### src/rtl/cci_mpf_prim_scoreboard_tagger.sv
// Scoreboard front end: allocates a slot per client request, forwards the
// request tagged with that slot, registers out-of-order responses and writes
// them into the scoreboard data port. Tracks outstanding tags and flags
// responses that do not match a pending tag.
module cci_mpf_prim_scoreboard_tagger #(
  parameter int N_ENTRIES       = 32,
  parameter int N_DATA_BITS     = 64,
  parameter int N_META_BITS     = 1,
  parameter int N_REQ_BITS      = 64,
  parameter int MAX_OUTSTANDING = N_ENTRIES
) (
  input  logic                                   clk,
  input  logic                                   reset,

  input  logic                                   req_valid,
  output logic                                   req_ready,
  input  logic [N_REQ_BITS-1:0]                  req_data,
  input  logic [N_META_BITS-1:0]                 req_meta,

  output logic                                   sb_enq_en,
  output logic [N_META_BITS-1:0]                 sb_enqMeta,
  input  logic                                   sb_notFull,
  input  logic [$clog2(N_ENTRIES)-1:0]           sb_enqIdx,

  output logic                                   mem_req_valid,
  input  logic                                   mem_req_ready,
  output logic [N_REQ_BITS-1:0]                  mem_req_data,
  output logic [$clog2(N_ENTRIES)-1:0]           mem_req_tag,

  input  logic                                   mem_rsp_valid,
  input  logic [$clog2(N_ENTRIES)-1:0]           mem_rsp_tag,
  input  logic [N_DATA_BITS-1:0]                 mem_rsp_data,

  output logic                                   sb_enqData_en,
  output logic [$clog2(N_ENTRIES)-1:0]           sb_enqDataIdx,
  output logic [N_DATA_BITS-1:0]                 sb_enqData,

  output logic [$clog2(MAX_OUTSTANDING+1)-1:0]   n_outstanding,
  output logic                                   rsp_err
);

  localparam int T  = $clog2(N_ENTRIES);
  localparam int CW = $clog2(MAX_OUTSTANDING + 1);
  localparam logic [CW-1:0] MAX_CNT = CW'(MAX_OUTSTANDING);
  localparam logic [CW-1:0] CNT_ONE = CW'(1);

  logic                   mem_req_valid_q, mem_req_valid_d;
  logic [N_REQ_BITS-1:0]  mem_req_data_q,  mem_req_data_d;
  logic [T-1:0]           mem_req_tag_q,   mem_req_tag_d;
  logic [N_ENTRIES-1:0]   pend_q,          pend_d;
  logic                   rsp_v_q;
  logic [T-1:0]           rsp_tag_q;
  logic [N_DATA_BITS-1:0] rsp_data_q;
  logic [CW-1:0]          cnt_q,           cnt_d;
  logic                   rsp_err_q,       rsp_err_d;

  logic accept;
  logic pend_hit;
  logic ok;
  logic rsp_bad;

  // Request acceptance and response validation against the pending bitmap
  always_comb begin
    req_ready = !reset && sb_notFull && (cnt_q < MAX_CNT) &&
                (!mem_req_valid_q || mem_req_ready);
    accept    = req_valid && req_ready;
    pend_hit  = pend_q[rsp_tag_q];
    ok        = !reset && rsp_v_q && pend_hit;
    rsp_bad   = rsp_v_q && !pend_hit;
  end

  // Next-state: output register, pending bitmap, credit counter, error flag
  always_comb begin
    mem_req_valid_d = mem_req_valid_q;
    mem_req_data_d  = mem_req_data_q;
    mem_req_tag_d   = mem_req_tag_q;
    pend_d          = pend_q;
    cnt_d           = cnt_q;
    rsp_err_d       = rsp_err_q | rsp_bad;

    if (accept) begin
      mem_req_valid_d = 1'b1;
      mem_req_data_d  = req_data;
      mem_req_tag_d   = sb_enqIdx;
    end else if (mem_req_ready) begin
      mem_req_valid_d = 1'b0;
    end

    // Clear before set so a same-cycle reallocation of the slot keeps it pending
    if (ok)     pend_d[rsp_tag_q] = 1'b0;
    if (accept) pend_d[sb_enqIdx] = 1'b1;

    case ({accept, ok})
      2'b10:   cnt_d = cnt_q + CNT_ONE;
      2'b01:   cnt_d = cnt_q - CNT_ONE;
      default: cnt_d = cnt_q;
    endcase
  end

  // Control state with asynchronous reset
  always_ff @(posedge clk or posedge reset) begin
    if (reset) begin
      mem_req_valid_q <= 1'b0;
      pend_q          <= '0;
      rsp_v_q         <= 1'b0;
      cnt_q           <= '0;
      rsp_err_q       <= 1'b0;
    end else begin
      mem_req_valid_q <= mem_req_valid_d;
      pend_q          <= pend_d;
      rsp_v_q         <= mem_rsp_valid;
      cnt_q           <= cnt_d;
      rsp_err_q       <= rsp_err_d;
    end
  end

  // Payload and tag registers need no reset; they are qualified by valids
  always_ff @(posedge clk) begin
    mem_req_data_q <= mem_req_data_d;
    mem_req_tag_q  <= mem_req_tag_d;
    rsp_tag_q      <= mem_rsp_tag;
    rsp_data_q     <= mem_rsp_data;
  end

  // Output wiring
  always_comb begin
    sb_enq_en     = accept;
    sb_enqMeta    = req_meta;
    mem_req_valid = mem_req_valid_q;
    mem_req_data  = mem_req_data_q;
    mem_req_tag   = mem_req_tag_q;
    sb_enqData_en = ok;
    sb_enqDataIdx = rsp_tag_q;
    sb_enqData    = rsp_data_q;
    n_outstanding = cnt_q;
    rsp_err       = rsp_err_q;
  end

endmodule

### config.mk
export PLATFORM = sky130hd
export DESIGN_NAME = cci_mpf_prim_scoreboard_tagger
export DESIGN_NICKNAME = d
export VERILOG_FILES = /design/src/rtl/cci_mpf_prim_scoreboard_tagger.sv
export SDC_FILE = /design/constraint.sdc
export NUM_CORES = 1
export LEC_CHECK = 0
export BUFFER_PORTS_ARGS = -buffer_cell sky130_fd_sc_hd__buf_2
export CELL_PAD_IN_SITES_DETAIL_PLACEMENT = 0
export CELL_PAD_IN_SITES_GLOBAL_PLACEMENT = 1
export CORE_MARGIN = 2
export CORE_UTILIZATION = 35
export DETAILED_ROUTE_END_ITERATION = 6
export PLACE_DENSITY_LB_ADDON = 0.1
export SLEW_MARGIN = 5
export SYNTH_ARGS = -nofsm -noshare
export SYNTH_HDL_FRONTEND = slang
export SYNTH_SLANG_ARGS = --single-unit
### constraint.sdc
create_clock -name clk -period 4.25 [get_ports clk]
set_input_delay 0.85 -clock clk [delete_from_list [all_inputs] [get_ports clk]]
set_output_delay 0.85 -clock clk [all_outputs]
set_load 0.05 [all_outputs]
After elaboration in Yosys (flattened, before gate mapping)
Cells that the tools add are included.
{"block": "op_classes", "addsub": 2, "n_lt_le_gt_ge": 5, "n_eq_ne": 2, "muxes": 11, "n_bitwise": 4, "reduce_logical": 15}
{"cell": "32-bit 2-to-1 mux", "count": 2}
{"cell": "32-bit bitwise AND", "count": 1}
{"cell": "32-bit NOT", "count": 1}
{"cell": "32-bit bitwise OR", "count": 1}
{"cell": "5-bit by 6-bit < comparator with 1-bit output, second input constant", "count": 2}
{"cell": "6-bit case mux with 2 select lines", "count": 1}
{"cell": "1-bit demux with 5-bit select", "count": 2}
{"cell": "5-bit by 1-bit >= comparator with 1-bit output, second input constant", "count": 2}
{"cell": "1-bit logical AND", "count": 9}
{"cell": "6-bit by 1-bit adder with 6-bit output, second input constant", "count": 1}
{"cell": "6-bit < comparator, second input constant", "count": 1}
{"cell": "6-bit by 1-bit subtractor with 6-bit output, second input constant", "count": 1}
{"cell": "1-bit binary-select mux with 5-bit select", "count": 1}
{"cell": "1-bit 2-to-1 mux", "count": 5}
{"cell": "2-bit nonzero test", "count": 2}
{"cell": "1-bit zero test", "count": 3}
{"cell": "2-bit by 1-bit == test with 1-bit output, second input constant", "count": 1}
{"cell": "2-bit == test, second input constant", "count": 1}
{"cell": "1-bit logical OR", "count": 1}
{"cell": "1-bit bitwise OR", "count": 1}
{"block": "word_totals", "register_bits": 179, "in_bits": 145, "out_inout_bits": 150, "word_cells": 48}

Depth between registers and ports, before layout
Gate-level depths: netlist (run 1).
{"block": "logic_depth", "depth_word": 9, "depth_mapped": 16, "mapped_depth_nobuf": 14}

Worst setup path after synthesis (run 1)
No wires, ideal clock.
{"block": "synth_path", "path_type": "in2reg", "start": "input port reset", "end": "register cnt_q[5], in the netlist n_outstanding[5]", "setup_time_ps": 82, "arrival_time_ps": 4993, "required_ps": 4168, "path_slack_ps": -825, "cell_stages": 10, "n_path_buf": 1, "path_cell_list": "nor4b_2 -> and2_1 -> buf_2 -> inv_1 -> ha_1 -> a22oi_1 -> o22ai_1 -> or4b_2 -> a31oi_1 -> xor2_1"}
{"block": "synth_via", "elab_chain_cells": 7, "word_cells_on_any_way": 11, "classes_between": "2 x eq/ne; 1 x mux; 8 x reduce/logical"}
{"item": "start, declared", "line_no": "13", "source": "input logic reset,"}
{"item": "1-bit zero test (no line) *"}
{"item": "1-bit logical AND * (3 in a row)", "line_no": "64", "source": "req_ready = !reset && sb_notFull && (cnt_q < MAX_CNT) &&"}
{"item": "1-bit logical AND *", "line_no": "66", "source": "accept = req_valid && req_ready;"}
{"item": "net sb_enq_en", "line_no": "20", "source": "output logic sb_enq_en,"}
{"item": "2-bit by 1-bit == test with 1-bit output / 2-bit == test (equally long branches)", "line_no": "93", "source": "case ({accept, ok})"}
{"item": "6-bit case mux with 2 select lines / 2-bit nonzero test (equally long branches)"}
{"item": "end signal, assigned", "line_no": "112", "source": "cnt_q <= cnt_d;"}
{"item": "end, declared", "line_no": "54", "source": "logic [CW-1:0] cnt_q, cnt_d;"}
Mark *: on every way through the listed nets, which the timed path passes. The rest lies on a longest branch.
A chain may end at the register's enable or synchronous reset.

Worst setup path after layout (run 1)
{"block": "layout_path", "start": "register rsp_tag_q[1], in the netlist sb_enqDataIdx[1]", "end": "register cnt_q[5], in the netlist n_outstanding[5]"}
{"block": "layout_via", "elab_chain_cells": 5, "word_cells_on_any_way": 7, "classes_between": "2 x eq/ne; 3 x mux; 2 x reduce/logical"}
{"item": "start, declared", "line_no": "52", "source": "logic [T-1:0] rsp_tag_q;"}
{"item": "start signal, assigned", "line_no": "121", "source": "rsp_tag_q <= mem_rsp_tag;"}
{"item": "1-bit binary-select mux with 5-bit select *", "line_no": "67", "source": "pend_hit = pend_q[rsp_tag_q];"}
{"item": "1-bit 2-to-1 mux (not written as such) *", "line_no": "67"}
{"item": "1-bit logical AND *", "line_no": "68", "source": "ok = !reset && rsp_v_q && pend_hit;"}
{"item": "2-bit by 1-bit == test with 1-bit output / 2-bit == test (equally long branches)", "line_no": "93"}
{"item": "6-bit case mux with 2 select lines / 2-bit nonzero test (equally long branches)"}
Every way passes the cells marked *; elsewhere a longest branch is shown, timed or not. The select of a mux whose other input is x is not followed.

==> results.sh, run 1 <==
export IMPL_postLayoutCoreUtil=0.496
export IMPL_cp_end_kind="flop"
export IMPL_hold_viol_final=0
export IMPL_netSwitchingPower_mw=1.36
export IMPL_synth_top_family_by_area="simple AND/OR/NAND/NOR gates"
export IMPL_area_growth_pct=39.2
export IMPL_synth_simple_gate_area_frac=0.0818
export IMPL_drt_wl_total_mm=16.6
export IMPL_relSlewSlack=0.448
export IMPL_maxCapViolations=0
export IMPL_grt_antenna_before_repair=0
export IMPL_synth_seq_cells=179
export IMPL_grt_setup_unrepaired="false"
export IMPL_fp_row_count=47
export IMPL_critPathArrivalTime_ns=4.14
export IMPL_pwr_share_clk=0.368
export IMPL_yosysSeqAreaShare=0.761
export IMPL_tightest_slew_ns=0.828
export IMPL_antenna_diode_count=0
export IMPL_drv_slew=0
export IMPL_ctsRootBufferMaster="clkbuf_16"
export IMPL_io_pins=295
export IMPL_drc_errors=0
export IMPL_placed_cell_area_mm2=0.00758
export IMPL_gp_congestion=0.827
export IMPL_peakVddDrop_mv=0.269
export IMPL_die_x_um=134
export IMPL_synth_xor_area_frac=0.0119
export IMPL_cts_sink_count=179
export IMPL_netlist_instances=399
export IMPL_coreArea_mm2=0.0165
export IMPL_hp_start="rsp_err"
export IMPL_routedWlPerCell_um=17.8
export IMPL_drive_above_1_share=0.475
export IMPL_post_cts_buffers=0
export IMPL_swShare=0.316
export IMPL_cp_required_ns=4.60
export IMPL_grt_max_degree=68
export IMPL_synthTopCellsByArea="edfxtp_1 35%, dfxtp_1 23%, dfrtp_1 17%"
export IMPL_finalSetupViolations=0
export IMPL_hp_class="flop to flop"
export IMPL_cts_made_buffers=17
export IMPL_start_util=0.356
export IMPL_min_path_cells=1
export IMPL_path_clk_slew_ns=0.07
export IMPL_dpl_hpwl_mm=12.7
export IMPL_startpoint_type="flop"
export IMPL_layout_commonest_cell="buf_2"
export IMPL_die_h_um=134
export IMPL_yosys_warnings=0
export IMPL_synthAdderAreaFrac=0.00638
export IMPL_worstSkewPairLatency_ns=0.42
export IMPL_cts_tree="built"
export IMPL_holdBufCountCts=0
export IMPL_dieArea_mm2=0.0179
export IMPL_p_leak_nw=3.87
export IMPL_reg2reg_from="sb_enqDataIdx[1]"
export IMPL_hold_path_endpoint="rsp_err"
export IMPL_postRouteAntennaNets=0
export IMPL_drt_pass1_iterations=4
export IMPL_whs_ns=0.478
export IMPL_io_buffer_count=292
export IMPL_cts_repair_resize_count=0
export IMPL_intPower_mw=2.95
export IMPL_clock_skew_final_ns=0.0128
export IMPL_clock_path_buffers=2
export IMPL_r2r_slack_ns=0.47
export IMPL_grt_usage=0.187
export IMPL_fin_area_mm2=0.00820
export IMPL_seq_power_share=0.458
export IMPL_path_class="flop to flop"
export IMPL_num_vias=4286
export IMPL_synth_nets=547
export IMPL_synth_top_area_share=0.352
export IMPL_fmax_mhz=264
export IMPL_reg2reg_to="n_outstanding[5]"
export IMPL_period_share=0.890
export IMPL_netlist_area_mm2=0.00589
export IMPL_power_frac_comb=0.174
export IMPL_power_density_mw_per_mm2=526
export IMPL_fin_total_pwr_mw=4.31
export IMPL_synth_compound_area_share=0.0776
export IMPL_cp_max_fo=13
export IMPL_min_period_ns=3.78
export IMPL_cts_max_level=4
export IMPL_final_cell_mix="292 x buf_2, 69 x edfxtp_1, 69 x dfxtp_1"
export IMPL_synthDistinctLibCells=43
export IMPL_fin_nets=848
export IMPL_ff2ff_path_depth=12
export IMPL_avgViaCountPerCell=4.59
export IMPL_grt_overflow=0
export IMPL_grt_pass1_wl_mm=24.7
export IMPL_yosysTopAreaCell="edfxtp_1"
export IMPL_num_fill_cells=1496
export IMPL_setup_tns_final_ns=0
export IMPL_drt_iter0_drc=166
export IMPL_first_global_vias=4255
export IMPL_avgSynthCellArea_um2=14.8
export IMPL_outcome="finished clean"
export IMPL_synthMuxAreaShare=0.0291
## how the worst max path moves through the flow
stage                      from          endpoint  slack, ns  cells after the start
6_report       sb_enqDataIdx[1]  n_outstanding[5]       0.47                     12
5_1_grt        sb_enqDataIdx[1]  n_outstanding[5]       0.07                     12
4_1_cts        sb_enqDataIdx[1]  n_outstanding[5]       0.41                     12
3_5_place_dp   sb_enqDataIdx[1]  n_outstanding[5]       0.47                     12
3_3_place_gp   sb_enqDataIdx[1]  n_outstanding[5]       0.64                     12
2_1_floorplan     mem_req_ready  n_outstanding[5]       0.17                     11
## cells in the mapped netlist
library cell / count
o21ai_0: 17
nand3b_1: 9
o21bai_1: 1
buf_4: 3
ha_1: 3
nor2_1: 16
nand2_1: 34
and2_1: 2
a21o_1: 9
buf_6: 1
nor4b_4: 1
o2bb2ai_1: 1
nor2b_1: 1
nand3_1: 4
dfxtp_1: 69
or3_1: 3
and4b_1: 1
and4_2: 1
mux2_2: 1
a31oi_1: 2
o22ai_4: 1
nand2b_1: 1
buf_2: 7
o221ai_1: 18
edfxtp_1: 69
dfrtp_1: 41
or3b_1: 3
o22ai_1: 5
a2bb2oi_1: 5
a22oi_1: 1
clkbuf_1: 3
nor4_2: 1
xor2_1: 4
xnor2_1: 4
or3b_2: 2
mux2i_1: 16
inv_1: 29
nor4_1: 2
a21oi_1: 3
nor4b_2: 1
nand4b_2: 1
or4b_2: 1
nor3_1: 2
## final cells by class
class	instances	area (um^2)	area share
Sequential cell	179	4480	0.547
Timing Repair Buffer	296	1490	0.182
Multi-Input combinational cell	177	1230	0.150
Clock buffer	17	425	0.0519
Tap cell	220	275	0.0336
Clock inverter	15	186	0.0227
Inverter	29	109	0.0133
## per-stage QoR
step / setup WS [ns] / std cells
after floorplan: 0.167 / 399
after global placement: 0.645 / 901
after detailed placement: 0.467 / 901
after CTS: 0.414 / 933
after global routing: 0.0711 / 933
final: 0.466 / 933
## layer usage
metal	part of all wire	GRT usage	vias up
met4	0.027	0.0845	0
met5	0	0	-
li1	-	-	2031
met3	0.067	0.0609	32
met1	0.41	0.223	2050
met2	0.49	0.309	173
## power groups by stage
stage | clock (mW) | sequential, mW | combinational, mW
6_report | 1.59 | 1.98 | 0.752
3_3_place_gp | 0 | 2.01 | 0.752
3_5_place_dp | 0 | 2.01 | 0.757
2_1_floorplan | 0 | 2.34 | 0.205
4_1_cts | 1.63 | 1.98 | 0.760
5_1_grt | 1.70 | 1.99 | 0.794
## worst max-delay path, cell delays in order (launching register included)
cell     delay [ns]
dfxtp_1        0.75
buf_4          0.31
mux2i_1        0.21
o21ai_0        0.09
nor3_1         0.30
o22ai_4        0.16
and2_1         0.20
ha_1           0.28
a22oi_1        0.22
o22ai_1        0.17
or4b_2         0.65
a31oi_1        0.21
xor2_1         0.16
## flip-flops by register name (all words and copies together), names as in the netlist, 5 cells and up
| name | cells |
|---|---|
| mem_req_data | 64 |
| sb_enqData | 64 |
| mem_req_tag | 5 |
| sb_enqDataIdx | 5 |
| n_outstanding | 6 |
| pend_q | 32 |
## cells by family after synthesis
logic type / after synthesis
buffers and inverters: 43
AND/OR/NAND/NOR: 86
AO/OA/AOI/OAI: 63
adder cells (fa/ha/maj): 3
XOR/XNOR: 8
flip-flops: 179
multiplexers: 17
Power figures use the tool's default switching activity.
==> inputs of run 2 (changes only) <==
ABC_AREA = 1   (was default)
BUFFER_PORTS_ARGS = -buffer_cell sky130_fd_sc_hd__buf_4   (was -buffer_cell sky130_fd_sc_hd__buf_2)
CORE_UTILIZATION = 34   (was 35)
==> run 2 against run 1 <==
Against the previous run: synthesized cell count up 37%; global-route usage rose by 1.5 points; combinational power increased by 15%; critical endpoint is now n_outstanding[4]; highest routed layer unchanged.
==> results.sh, run 2 <==
export IMPL_min_period_ns=3.59
export IMPL_avgSynthCellArea_um2=11.3
export IMPL_relSlewSlack=0.405
export IMPL_drt_wl_total_mm=19.6
export IMPL_post_cts_buffers=0
export IMPL_cp_top_family="simple AND/OR/NAND/NOR gates"
export IMPL_drt_pass1_iterations=6
export IMPL_clock_path_buffers=2
export IMPL_layout_commonest_cell="buf_4"
export IMPL_dpl_hpwl_mm=15.0
export IMPL_power_density_mw_per_mm2=487
export IMPL_hp_start="pend_q[15]"
export IMPL_drv_slew=0
export IMPL_die_x_um=139
export IMPL_hold_path_endpoint="pend_q[15]"
export IMPL_cts_sink_count=179
export IMPL_critPathMaxStageDelay_ns=0.83
export IMPL_synth_seq_cells=179
export IMPL_postLayoutCoreUtil=0.516
export IMPL_clock_skew_final_ns=0.00862
export IMPL_hold_viol_final=0
export IMPL_synth_nets=693
export IMPL_area_growth_pct=49.5
export IMPL_fin_nets=997
export IMPL_r2r_slack_ns=0.66
export IMPL_p_leak_nw=4.32
export IMPL_drive_above_1_share=0.414
export IMPL_tightest_slew_ns=0.892
export IMPL_yosys_warnings=0
export IMPL_fmax_mhz=279
export IMPL_cp_max_fo=34
export IMPL_reg2reg_from="sb_enqDataIdx[0]"
export IMPL_io_buffer_count=292
export IMPL_synth_edf_count=69
export IMPL_drc_errors=0
export IMPL_drt_iter0_drc=294
export IMPL_io_pins=295
export IMPL_synthDistinctLibCells=28
export IMPL_synth_top_area_share=0.336
export IMPL_peakVddDrop_mv=0.289
export IMPL_cts_tree="built"
export IMPL_cts_made_buffers=17
export IMPL_grt_usage=0.202
export IMPL_yosysTopAreaCell="edfxtp_1"
export IMPL_dieArea_mm2=0.0192
export IMPL_period_share=0.844
export IMPL_synthTopCellsByArea="edfxtp_1 34%, dfxtp_1 22%, dfrtp_1 17%"
export IMPL_cp_required_ns=4.56
export IMPL_worstSkewPairLatency_ns=0.42
export IMPL_die_h_um=139
export IMPL_synth_ff_type="edfxtp_1"
export IMPL_avgViaCountPerCell=4.49
export IMPL_grt_pass1_wl_mm=29.3
export IMPL_start_util=0.345
export IMPL_grt_setup_unrepaired="false"
export IMPL_critPathArrivalTime_ns=3.90
export IMPL_yosysSeqAreaShare=0.726
export IMPL_setup_tns_final_ns=0
export IMPL_reg2reg_to="n_outstanding[4]"
export IMPL_cp_common_cell="nand2_1"
export IMPL_hp_class="flop to flop"
export IMPL_critPathBufInv=1
export IMPL_grt_overflow=0
export IMPL_min_path_cells=2
export IMPL_grt_antenna_before_repair=1
export IMPL_ctsRootBufferMaster="clkbuf_16"
export IMPL_first_global_vias=5088
export IMPL_coreArea_mm2=0.0179
export IMPL_maxCapViolations=0
export IMPL_crit_slowest_cell="dfxtp_1"
export IMPL_num_vias=4902
export IMPL_fp_row_count=49
export IMPL_routedWlPerCell_um=17.9
export IMPL_startpoint_type="flop"
export IMPL_netlist_area_mm2=0.00617
export IMPL_yosysMostFrequentCell="nand2_1"
export IMPL_grt_max_degree=70
export IMPL_cts_repair_resize_count=0
export IMPL_path_clk_slew_ns=0.07
export IMPL_postRouteAntennaNets=0
export IMPL_path_class="flop to flop"
export IMPL_ff2ff_path_depth=20
export IMPL_holdBufCountCts=0
export IMPL_synth_common_cells="207 x nand2_1, 69 x dfxtp_1, 69 x edfxtp_1"
export IMPL_cts_max_level=4
export IMPL_final_cell_mix="298 x buf_4, 207 x nand2_1, 69 x edfxtp_1, 69 x dfxtp_1, 41 x dfrtp_1"
export IMPL_crit_chain="nand2_1 -> nand2_1 -> nand2_1 -> nand2_1 -> nand2_1 -> nand2_1 -> nor2_2 -> nand2_4 -> nand2_1 -> nor2_1 -> ha_1 -> xnor2_1 -> inv_1 -> ha_1 -> or2_2 -> nand2_1 -> a21o_1 -> nand3_1 -> nand2_1 -> o21ai_0"
export IMPL_finalSetupViolations=0
export IMPL_gp_congestion=0.810
export IMPL_synth_async_sr_flop_share=0.229
export IMPL_outcome="finished clean"
export IMPL_cp_end_kind="flop"
export IMPL_netlist_instances=545
[run 2: cell count changes in the layout (fill, tap and decap cells not counted), moves of 13 or more]
cell | previous run | this run
buf_4 | 4 | 298
buf_2 | 292 | 0
nand2_1 | 34 | 207
nor2_1 | 16 | 37
nand3_1 | 4 | 22
o221ai_1 | 18 | 0
mux2i_1 | 16 | 0
nand3_2 | 0 | 14
nor3_1 | 2 | 16
o21ai_0 | 17 | 4
[run 2: worst max-delay path by stage]
stage | startpoint | to | slack, ns | cells after the start
2_1_floorplan | reset | sb_enq_en | 0.03 | 5
5_1_grt | sb_enqDataIdx[0] | n_outstanding[4] | 0.31 | 21
3_5_place_dp | sb_enqDataIdx[0] | n_outstanding[4] | 0.72 | 21
6_report | sb_enqDataIdx[0] | n_outstanding[4] | 0.66 | 20
4_1_cts | sb_enqDataIdx[0] | sb_enqData_en | 0.67 | 11
3_3_place_gp | sb_enqDataIdx[0] | n_outstanding[4] | 0.81 | 21
[run 2: layout make-up]
| type | instances | area (um^2) |
|---|---|---|
| multi-input cells | 326 | 1500 |
| diodes | 1 | 2.50 |
| flip-flops and latches | 179 | 4480 |
| repair buffers | 298 | 2240 |
| clock inverters | 13 | 153 |
| clock buffers | 19 | 464 |
| inverters | 27 | 110 |
| fillers | 1646 | 8670 |
| well taps | 229 | 287 |
[run 2: metal layers]
metal | wire length [um] | part of all wire | vias to the layer above | global-route usage
met1 | 7240 | 0.37 | 2308 | 0.220
met3 | 1640 | 0.084 | 23 | 0.0808
li1 | - | - | 2370 | -
met5 | 0 | 0 | - | 0
met2 | 10200 | 0.52 | 201 | 0.363
met4 | 444 | 0.023 | 0 | 0.0595
[run 2: kinds of logic after synthesis]
logic type / after synthesis / synth area share
fa+ha+maj: 3 / 0.00608
simple gates: 307 / 0.217
flops: 179 / 0.726
compound gates: 8 / 0.00730
xor+xnor: 8 / 0.0114
buf+inv: 40 / 0.0330
[run 2: through the flow]
| step | worst slack [ns] | power [mW] | hold WS [ns] | cells | cell area, um^2 |
|---|---|---|---|---|---|
| 3_5_place_dp | 0.723 | 2.94 | 0.459 | 1059 | 8610 |
| 5_1_grt | 0.308 | 4.69 | 0.487 | 1091 | 9230 |
| 2_1_floorplan | 0.0308 | 2.61 | 0.441 | 545 | 6180 |
| 3_3_place_gp | 0.807 | 2.93 | 0.468 | 1059 | 8610 |
| 4_1_cts | 0.673 | 4.55 | 0.483 | 1091 | 9230 |
| 6_report | 0.662 | 4.50 | 0.483 | 1092 | 9230 |
[run 2: tightest hold or removal path, stage by stage (launching register included)]
cell	delay (ns)
dfrtp_1	0.35
nand2_1	0.06
nand2_1	0.05
[run 2: where the power goes]
| part | internal, mW | switching [mW] | total [mW] | leakage (nW) |
|---|---|---|---|---|
| sequential | 1.93 | 0.0927 | 2.03 | 1.75 |
| combinational | 0.291 | 0.577 | 0.867 | 2.27 |
| clock | 0.845 | 0.757 | 1.60 | 0.304 |
| total | 3.07 | 1.43 | 4.50 | 4.32 |
==> inputs of run 3 (changes only) <==
CORE_UTILIZATION = 31   (was 34)
clock period = 3 ns   (was 4.25 ns; I/O delays follow)
==> run 3 against run 2 <==
Against the previous run: die area increased by 9.4%; total power is 41% higher; count of clock-buffer cells in the layout shrank 2; final area increased by 0.95%; cell count rose by 3.3%; critical path depth rose by 1; combinational power increased by 44%; critical endpoint unchanged.
==> results.sh, run 3 (synthesized netlist as in run 2, its figures left out) <==
export IMPL_finalSetupViolations=0
export IMPL_reg2reg_from="sb_enqDataIdx[0]"
export IMPL_grt_max_degree=70
export IMPL_fp_row_count=51
export IMPL_coreArea_mm2=0.0195
export IMPL_fin_total_pwr_mw=6.33
export IMPL_min_path_cells=1
export IMPL_num_vias=4843
export IMPL_critPathArrivalTime_ns=2.94
export IMPL_area_growth_pct=51.0
export IMPL_fin_cells=1128
export IMPL_cts_tree="built"
export IMPL_path_class="flop to flop"
export IMPL_holdBufCountCts=0
export IMPL_layout_commonest_cell="buf_4"
export IMPL_grt_antenna_before_repair=0
export IMPL_clock_skew_final_ns=0.0114
export IMPL_critPathMaxStageDelay_ns=0.50
export IMPL_hold_viol_final=0
export IMPL_cp_common_cell="nand2_1"
export IMPL_grt_use_met2=0.345
export IMPL_r2r_slack_ns=0.38
export IMPL_clock_path_buffers=2
export IMPL_cp_top_family="simple AND/OR/NAND/NOR gates"
export IMPL_cts_sink_count=179
export IMPL_reg2reg_to="n_outstanding[4]"
export IMPL_grt_pass1_wl_mm=29.6
export IMPL_maxCapViolations=0
export IMPL_global_route_peak_usage_layer="met2"
export IMPL_cp_required_ns=3.32
export IMPL_post_cts_buffers=0
export IMPL_final_cell_mix="298 x buf_4, 205 x nand2_1, 69 x edfxtp_1"
export IMPL_drt_pass1_iterations=5
export IMPL_cts_max_level=4
export IMPL_worstSkewPairLatency_ns=0.43
export IMPL_peakVddDrop_mv=0.430
export IMPL_grt_overflow=0
export IMPL_crit_chain="inv_6 -> nand2_1 -> nand2_1 -> nand2_1 -> nand2_1 -> nand2_1 -> nand2_1 -> nor2_2 -> nand2_4 -> nand2_4 -> nor2_4 -> ha_2 -> xnor2_2 -> inv_1 -> ha_2 -> or2_4 -> nand2_1 -> a21o_1 -> nand3_1 -> nand2_1 -> o21ai_1"
export IMPL_dpl_hpwl_mm=15.0
export IMPL_drt_iter0_drc=212
export IMPL_hp_class="input pin to flop"
export IMPL_drv_slew=0
export IMPL_first_global_vias=5046
export IMPL_grt_setup_unrepaired="false"
export IMPL_place_ws_ns=0.368
export IMPL_period_share=0.874
export IMPL_die_x_um=145
export IMPL_avgViaCountPerCell=4.29
export IMPL_min_period_ns=2.62
export IMPL_io_buffer_count=292
export IMPL_fin_nets=998
export IMPL_cts_made_buffers=17
export IMPL_ctsRootBufferMaster="clkbuf_16"
export IMPL_path_clk_slew_ns=0.08
export IMPL_dieArea_mm2=0.0211
export IMPL_grt_met3_usage=0.0616
export IMPL_die_h_um=145
export IMPL_start_util=0.316
export IMPL_fin_ws_ns=0.377
export IMPL_routedWlPerCell_um=17.3
export IMPL_grt_usage=0.186
export IMPL_antenna_diode_count=0
export IMPL_drc_errors=0
export IMPL_ff2ff_path_depth=21
export IMPL_relSlewSlack=0.482
export IMPL_cp_max_fo=20
export IMPL_p_leak_nw=4.34
export IMPL_place_inst=1096
export IMPL_startpoint_type="flop"
export IMPL_gp_congestion=0.859
export IMPL_hp_start="mem_rsp_data[59]"
export IMPL_tightest_slew_ns=0.773
export IMPL_cts_repair_resize_count=0
export IMPL_critPathBufInv=2
export IMPL_cp_end_kind="flop"
export IMPL_drt_wl_total_mm=19.6
export IMPL_outcome="finished clean"
export IMPL_met1_usage=0.196
export IMPL_power_density_mw_per_mm2=679
export IMPL_io_pins=295
export IMPL_fmax_mhz=381
export IMPL_postLayoutCoreUtil=0.477
export IMPL_postRouteAntennaNets=0
export IMPL_hold_path_endpoint="sb_enqData[59]"
export IMPL_drive_above_1_share=0.428
export IMPL_crit_slowest_cell="dfxtp_4"
## run 3: power breakdown
part	internal [mW]	switching, mW
Sequential	2.74	0.134
Combinational	0.428	0.825
Clock	1.12	1.08
## run 3: routing by layer
layer	vias up	share of wire
met3	27	0.075
met1	2250	0.35
met4	0	0.023
li1	2374	-
met5	-	0
met2	192	0.55
## run 3: stage by stage
step / hold slack [ns] / area [um^2] / setup TNS (ns)
finish: 0.258 / 9320 / 0
global route: 0.234 / 9320 / 0
CTS: 0.242 / 9320 / 0
detailed placement: 0.463 / 8730 / 0
global placement: 0.461 / 8730 / 0
floorplan: 0.413 / 6250 / -0.110
## run 3: worst register-to-register path, cell delays in order (launching register included)
cell     delay, ns
dfxtp_4       0.50
inv_6         0.12
nand2_1       0.08
nand2_1       0.05
nand2_1       0.06
nand2_1       0.06
nand2_1       0.06
nand2_1       0.05
nor2_2        0.14
nand2_4       0.08
nand2_4       0.06
nor2_4        0.04
ha_2          0.23
xnor2_2       0.15
inv_1         0.06
ha_2          0.16
or2_4         0.23
nand2_1       0.07
a21o_1        0.13
nand3_1       0.06
nand2_1       0.08
o21ai_1       0.05
## run 3: worst max-delay path by stage
stage / cells after the start / from / endpoint
floorplan: 25 / sb_enqDataIdx[0] / n_outstanding[4]
global route: 21 / sb_enqDataIdx[0] / n_outstanding[4]
finish: 21 / sb_enqDataIdx[0] / n_outstanding[4]
CTS: 21 / sb_enqDataIdx[0] / n_outstanding[4]
global placement: 21 / sb_enqDataIdx[0] / n_outstanding[4]
detailed placement: 21 / sb_enqDataIdx[0] / n_outstanding[4]
## run 3: final cells by class
| class | count | area [um^2] |
|---|---|---|
| Timing Repair Buffer | 299 | 2260 |
| Tap cell | 265 | 332 |
| Multi-Input combinational cell | 326 | 1540 |
| Clock inverter | 15 | 163 |
| Fill cell | 1866 | 10200 |
| Clock buffer | 17 | 425 |
| Inverter | 27 | 118 |
| Sequential cell | 179 | 4490 |
